<file path="config.mk">
export PLATFORM = sky130hd
export DESIGN_NAME = wb2core
export DESIGN_NICKNAME = d
export VERILOG_FILES = /design/src/rtl/wb2core_pkg.sv /design/src/rtl/wb2core_outstanding_ctr.sv /design/src/rtl/wb2core.sv
export SDC_FILE = /design/constraint.sdc
export NUM_CORES = 1
export LEC_CHECK = 0
export ABC_AREA = 1
export ABC_CLOCK_PERIOD_IN_PS = 5100
export BUFFER_PORTS_ARGS = -buffer_cell sky130_fd_sc_hd__buf_2
export CORE_AREA = 2 2 82 84
export CTS_CLUSTER_DIAMETER = 40
export DETAILED_ROUTE_END_ITERATION = 12
export DIE_AREA = 0 0 84 86
export GPL_TIMING_DRIVEN = 0
export PLACE_DENSITY = 0.77
export SKIP_CTS_REPAIR_TIMING = 1
export SLEW_MARGIN = 20
export SYNTH_ARGS = -nofsm -noshare
export SYNTH_HDL_FRONTEND = slang
export SYNTH_HIERARCHICAL = 1
export SYNTH_SLANG_ARGS = --single-unit
</file>
<file path="constraint.sdc">
create_clock -name clk -period 5.1 [get_ports clk]
set_clock_uncertainty 0.2 [all_clocks]
set_input_delay 0.765 -clock clk [delete_from_list [all_inputs] [get_ports clk]]
set_output_delay 0.765 -clock clk [all_outputs]
set_load 0.02 [all_outputs]
</file>
<file path="src/rtl/wb2core_pkg.sv">
// Shared types and sizing helpers for the Wishbone-to-core slave bridge.
package wb2core_pkg;

    typedef enum logic [1:0] {
        IDLE  = 2'd0,
        BUSY  = 2'd1,
        DRAIN = 2'd2
    } state_e;

    function automatic int cnt_w(input int max_out);
        return $clog2(max_out + 1);
    endfunction

endpackage

</file>
<file path="src/rtl/wb2core_outstanding_ctr.sv">
// Counts granted-but-unanswered core requests; saturates at MAX and never wraps below zero.
module wb2core_outstanding_ctr
    import wb2core_pkg::*;
#(
    parameter int MAX = 2,
    parameter int W   = cnt_w(MAX)
) (
    input  logic         clk,
    input  logic         rst_n,
    input  logic         inc,
    input  logic         dec,
    output logic [W-1:0] cnt_nxt,
    output logic         full,
    output logic         zero
);

    localparam logic [W-1:0] MAX_C = W'(MAX);

    logic [W-1:0] cnt_q;
    logic [W-1:0] cnt_d;
    logic         inc_ok;
    logic         dec_ok;

    assign full    = (cnt_q == MAX_C);
    assign zero    = (cnt_q == '0);
    assign cnt_nxt = cnt_d;

    // A decrement at zero is a stray response and is dropped here.
    always_comb begin
        inc_ok = inc & ~full;
        dec_ok = dec & ~zero;
        cnt_d  = cnt_q;
        if (inc_ok && !dec_ok) begin
            cnt_d = cnt_q + W'(1);
        end else if (dec_ok && !inc_ok) begin
            cnt_d = cnt_q - W'(1);
        end
    end

    always_ff @(posedge clk or negedge rst_n) begin
        if (!rst_n) begin
            cnt_q <= '0;
        end else begin
            cnt_q <= cnt_d;
        end
    end

endmodule

</file>
<file path="src/rtl/wb2core.sv">
// Wishbone B4 pipelined slave that issues req/gnt/rvalid core requests and returns
// in-order responses as registered ack/err; drains responses when the master drops cyc.
//
// state | meaning
// IDLE  | nothing outstanding
// BUSY  | requests outstanding, cycle still open
// DRAIN | cycle dropped with requests outstanding; responses discarded, bus stalled
module wb2core
    import wb2core_pkg::*;
#(
    parameter int AW              = 32,
    parameter int DW              = 32,
    parameter int MAX_OUTSTANDING = 2
) (
    input  logic            clk,
    input  logic            rst_n,
    input  logic            wb_cyc,
    input  logic            wb_stb,
    input  logic            wb_we,
    input  logic [AW-1:0]   wb_adr,
    input  logic [DW-1:0]   wb_dat_i,
    input  logic [DW/8-1:0] wb_sel,
    output logic            wb_stall,
    output logic            wb_ack,
    output logic            wb_err,
    output logic [DW-1:0]   wb_dat_o,
    output logic            core_req,
    input  logic            core_gnt,
    output logic            core_we,
    output logic [DW/8-1:0] core_be,
    output logic [AW-1:0]   core_addr,
    output logic [DW-1:0]   core_wdata,
    input  logic            core_rvalid,
    input  logic [DW-1:0]   core_rdata,
    input  logic            core_err
);

    localparam int CW = cnt_w(MAX_OUTSTANDING);

    state_e        state_q, state_d;
    logic          ack_q, ack_d;
    logic          err_q, err_d;
    logic [DW-1:0] dat_q, dat_d;
    logic [CW-1:0] cnt_nxt;
    logic          full;
    logic          zero;
    logic          accept;
    logic          resp_ok;

    wb2core_outstanding_ctr #(
        .MAX (MAX_OUTSTANDING),
        .W   (CW)
    ) u_ctr (
        .clk     (clk),
        .rst_n   (rst_n),
        .inc     (accept),
        .dec     (core_rvalid),
        .cnt_nxt (cnt_nxt),
        .full    (full),
        .zero    (zero)
    );

    assign core_req   = wb_cyc & wb_stb & ~full & (state_q != DRAIN);
    assign wb_stall   = (state_q == DRAIN) | full | (core_req & ~core_gnt);
    assign accept     = core_req & core_gnt;
    assign core_we    = wb_we;
    assign core_be    = wb_sel;
    assign core_addr  = wb_adr;
    assign core_wdata = wb_dat_i;

    // Only forward responses that belong to a live cycle; strays at zero are dropped.
    assign resp_ok = core_rvalid & ~zero & wb_cyc & (state_q != DRAIN);

    always_comb begin
        ack_d   = resp_ok & ~core_err;
        err_d   = resp_ok & core_err;
        dat_d   = core_rvalid ? core_rdata : dat_q;
        state_d = state_q;
        case (state_q)
            IDLE: begin
                if (cnt_nxt != '0) state_d = BUSY;
            end
            BUSY: begin
                if (cnt_nxt == '0) state_d = IDLE;
                else if (!wb_cyc)  state_d = DRAIN;
            end
            DRAIN: begin
                if (cnt_nxt == '0) state_d = IDLE;
            end
            default: state_d = IDLE;
        endcase
    end

    always_ff @(posedge clk or negedge rst_n) begin
        if (!rst_n) begin
            state_q <= IDLE;
            ack_q   <= 1'b0;
            err_q   <= 1'b0;
            dat_q   <= '0;
        end else begin
            state_q <= state_d;
            ack_q   <= ack_d;
            err_q   <= err_d;
            dat_q   <= dat_d;
        end
    end

    assign wb_ack   = ack_q;
    assign wb_err   = err_q;
    assign wb_dat_o = dat_q;

endmodule
</file>
### After elaboration in Yosys (flattened, before gate mapping)

Cells that the tools add are included.

| operators by class | value |
|---|---|
| bitwise logic cells | 17 |
| multiplexer cells | 7 |
| reduce and logical (&&, ||, !) cells | 9 |
| equality and inequality tests | 7 |
| add/sub/neg operators | 2 |

Operator list:

| kind | number |
|---|---|
| 2-bit 2-to-1 mux | 6 |
| 1-bit bitwise AND | 11 |
| 2-bit logical NOT | 3 |
| 2-bit one-hot mux with 3 select lines | 1 |
| 2-bit == test (second input constant) | 2 |
| 2-bit != test (second input constant) | 2 |
| 1-bit inverter | 4 |
| 3-bit != test (second input constant) | 1 |
| 3-bit AND reduction | 1 |
| 2-bit by 1-bit adder with 2-bit output (second input constant) | 1 |
| 2-bit by 1-bit == test with 1-bit output (second input constant) | 1 |
| 1-bit logical AND | 2 |
| 1-bit logical NOT | 2 |
| 2-bit by 1-bit != test with 1-bit output (second input constant) | 1 |
| 1-bit bitwise OR | 2 |
| 2-bit nonzero test | 1 |
| 2-bit by 1-bit subtractor with 2-bit output (second input constant) | 1 |

| storage, ports and cells | value |
|---|---|
| word-level logic and storage cells | 47 |
| output and inout port bits | 105 |
| bits in registers | 38 |

### Depth between registers and ports, before layout

| depth | value |
|---|---|
| word-level depth | 13 |
| depth in mapped cells | 13 |

### Cells and area by module

The synthesis kept the hierarchy.

Modules (own cells, without submodules):

| module | sequential area each (µm²) | area an instance (µm²) | instances | cells each |
|---|---|---|---|---|
| wb2core | 900.9 | 1988.2 | 1 | 232 |
| wb2core_outstanding_ctr | 50.0 | 170.2 | 1 | 26 |

### Worst setup path before layout

OpenSTA, ideal clock, no wires.

| timing path | value |
|---|---|
| path type | input port to output port |
| start point | input wb_stb |
| end point | output wb_stall |
| slack | 2842 ps |
| arrival | 1293 ps |
| required time | 4135 ps |
| cell stages on the path | 2 |
| path buffers | 0 |
| cells stage by stage | nand2_1 > o21ai_0 |

| on the way | value |
|---|---|
| word-level cells in the longest chain between the ends | 5 |

Ends and longest elaborated chain:

| element | RTL line | RTL |
|---|---|---|
| start: declaration | wb2core.sv:18 | `input logic wb_stb,` |
| 1-bit bitwise AND (3 in a row) | wb2core.sv:63 | `assign core_req = wb_cyc & wb_stb & ~full & (state_q != DRAIN);` |
| 1-bit bitwise AND | wb2core.sv:64 | `assign wb_stall = (state_q == DRAIN) \| full \| (core_req & ~core_gnt);` |
| 1-bit bitwise OR | wb2core.sv:64 |  |
| end: declaration | wb2core.sv:23 | `output logic wb_stall,` |

No other way between the ends.

### Final worst setup path

| timing path | value |
|---|---|
| start point | register u_ctr.cnt_q[0] |
| end point | output wb_stall |

| on the way | value |
|---|---|
| word-level cells in the longest chain between the ends | 6 |

Ends and longest elaborated chain:

| element | RTL line | RTL |
|---|---|---|
| start: declaration | wb2core_outstanding_ctr.sv:19 | `logic [W-1:0] cnt_q;` |
| start signal: assignment | wb2core_outstanding_ctr.sv:44 | `cnt_q <= cnt_d;` |
| 2-bit == test (*) | wb2core_outstanding_ctr.sv:24 | `assign full = (cnt_q == MAX_C);` |
| net full | wb2core.sv:45 | `logic full;` |
| 1-bit inverter | wb2core.sv:63 |  |
| 1-bit bitwise AND (2 in a row) | wb2core.sv:63 |  |
| 1-bit bitwise AND | wb2core.sv:64 |  |
| 1-bit bitwise OR (*) | wb2core.sv:64 |  |

Mark *: on every way through the listed nets, which the timed path passes. The rest lies on a longest branch.

==> results.json <==
{
  "yosysSeqAreaShare_pct": 44.1,
  "floorplan.initialDensity_pct": 34.4,
  "grt_overflow_total": 0,
  "viasPerCell": 4.07,
  "worstPathArrival_ns": 1.35,
  "setup_viol_count_final": 0,
  "syn_area_um2": 2160,
  "postSynthAreaPerCell_um2": 8.37,
  "required_ns": 4.14,
  "grt_pass1_vias": 1831,
  "root_buffer": "clkbuf_8",
  "power_density_nw_per_um2": 297,
  "routabilityCongestion": 0.798,
  "start_kind": "register",
  "layout-drive-gt1-share_pct": 56.5,
  "syn-instance-count": 258,
  "fp.coreArea_um2": 6280,
  "port_buffers": 143,
  "ys_warn_count": 6,
  "synth.distinct_cells": 16,
  "fp-row-count": 29,
  "finalSetupTns_ns": 0,
  "grt_pass1_wl_um": 7750,
  "antenna_found_initial": 0,
  "leakage_nw": 1.86,
  "worstSetupPathType": "reg2out",
  "cts_sinks": 38,
  "status": "finished, final reports clean",
  "grt_use_total_pct": 13.2,
  "final_cell_mix": "buf_2, buf_4, nand2_1",
  "final_common_cell": "buf_2",
  "cts_max_level": 2,
  "synth_top_area_share_pct": 44.1,
  "io_pins": 213,
  "post_drt_wl_per_cell_um": 9.93,
  "synthTopCellsByArea": "dfrtp_1, buf_4, nand2_1",
  "synth-edff-count": 0,
  "die-width_um": 84,
  "drcViolationCount": 0,
  "vdd_drop_max_v": 0.000146,
  "clk_latency_ns": 0.28,
  "postRouteWirelength_um": 4810,
  "syn_to_final_growth_pct": 41.4,
  "vias": 1972,
  "slew_headroom_pct": 43.8,
  "fp.dieH_um": 86,
  "clockBufferDepth": 2,
  "post-route-min-period_ns": 2.32,
  "hold_path_class": "reg2reg",
  "finalNetCount": 518,
  "ant_nets": 0,
  "worst_path_max_delay_cell": "dfrtp_1",
  "fp.dieArea_um2": 7220,
  "path_cells": "inv_2 > ha_1 > a21oi_1 > o21ai_0 > buf_2",
  "path_clk_slew_ns": 0.07,
  "fin_crit_sh_pct": 45.4,
  "drtIter0Drc": 24,
  "finalHoldViolCount": 0,
  "max_cap_violations": 0,
  "worstMarginPinSlew_ns": 0.843,
  "yosys_register_bits": 38,
  "drtPass1Iterations": 4,
  "fmax_mhz": 432,
  "grt_max_degree": 39,
  "synth_nets": 368,
  "synth_largest_area_cell": "dfrtp_1",
  "dp_hpwl_um": 4000,
  "critPathMaxFanout": 4,
  "max_stage_delay_ns": 0.36,
  "antennaDiodeCount": 0,
  "cts_made_buffers": 5,
  "synth-main-ff-cell": "dfrtp_1",
  "async_flop_share_pct": 100,
  "slew_violations": 0,
  "final_util_pct": 48.6,
  "rsz0062_at_grt": "false",
  "setup.worst_path.end_class": "output pin",
  "cts_tree": "built"
}
==> routing by layer <==
metal	routed length [um]	GRT usage (%)
met5	0	0
met4	58	3.96
met3	513	3.85
met2	2430	25.0
met1	1800	14.3
==> cell families after synthesis <==
kind of cell	after synthesis	synth area share [%]
AND/OR/NAND/NOR	62	11.5
buffers and inverters	121	35.2
flip-flops	38	44.1
AO/OA/AOI/OAI	35	8.12
adder cells (fa/ha/maj)	2	1.16
==> power breakdown <==
part / total (mW) / internal [mW] / leakage, nW / switching, mW
Combinational: 0.347 / 0.141 / 1.35 / 0.206
Sequential: 0.364 / 0.343 / 0.464 / 0.0216
Clock: 0.196 / 0.104 / 0.0431 / 0.0923
Total: 0.908 / 0.588 / 1.86 / 0.320
==> flip-flops by register name, summed over array words and instances (netlist names) <==
name,cells
u_ctr/cnt_q,2
wb_dat_o,32
wb_ack,1
wb_err,1
state_q,2
==> cell usage after synthesis, types with 2 or more instances <==
library cell  count
buf_4            69
nand2_1          46
inv_1            44
dfrtp_1          38
o21ai_1          24
o21ai_0          10
nor2_1            8
buf_6             6
nand3_1           3
ha_1              2
nand2_2           2
nor2_2            2
==> cell type report <==
type / count / area [um2]
Tap cell: 77 / 96.3
Sequential cell: 38 / 951
Fill cell: 595 / 3220
Timing Repair Buffer: 143 / 716
Clock buffer: 6 / 82.6
Inverter: 45 / 169
Multi-Input combinational cell: 99 / 448
Buffer: 76 / 591
==> path summary, 6_finish.rpt <==
path / slack, ns / cells after the start / endpoint / start
max: 2.78 / 5 / wb_stall / u_ctr/cnt_q[0]
min: 0.30 / 2 / wb_dat_o[0] / wb_dat_o[0]
max reg2reg: 3.21 / 12 / state_q[1] / u_ctr/cnt_q[0]
min reg2reg: 0.30 / 2 / wb_dat_o[0] / wb_dat_o[0]
max in group asynchronous: 3.78 / 1 / wb_dat_o[25] / rst_n
min in group asynchronous: 0.39 / 1 / wb_dat_o[10] / rst_n
==> through the flow <==
stage	worst slack (ns)	total power [mW]	instances	hold slack, ns	cell area [um2]
final	2.78	0.908	484	0.303	3050
after global routing	2.68	0.975	484	0.328	3050
after CTS	2.79	0.925	484	0.311	3050
after detailed placement	2.86	0.722	478	0.300	2970
after global placement	2.87	0.708	478	0.292	2970
after floorplan	2.84	0.614	258	0.269	2160
==> critical path: cells and delay by family, from the launching register on <==
kind | cells | cell delay (ns)
AOI/OAI and AO/OA | 2 | 0.26
adders and majority gates | 1 | 0.24
buffers and inverters | 2 | 0.21
DFF | 1 | 0.36
No activity file was read; power rests on OpenSTA's default activity.
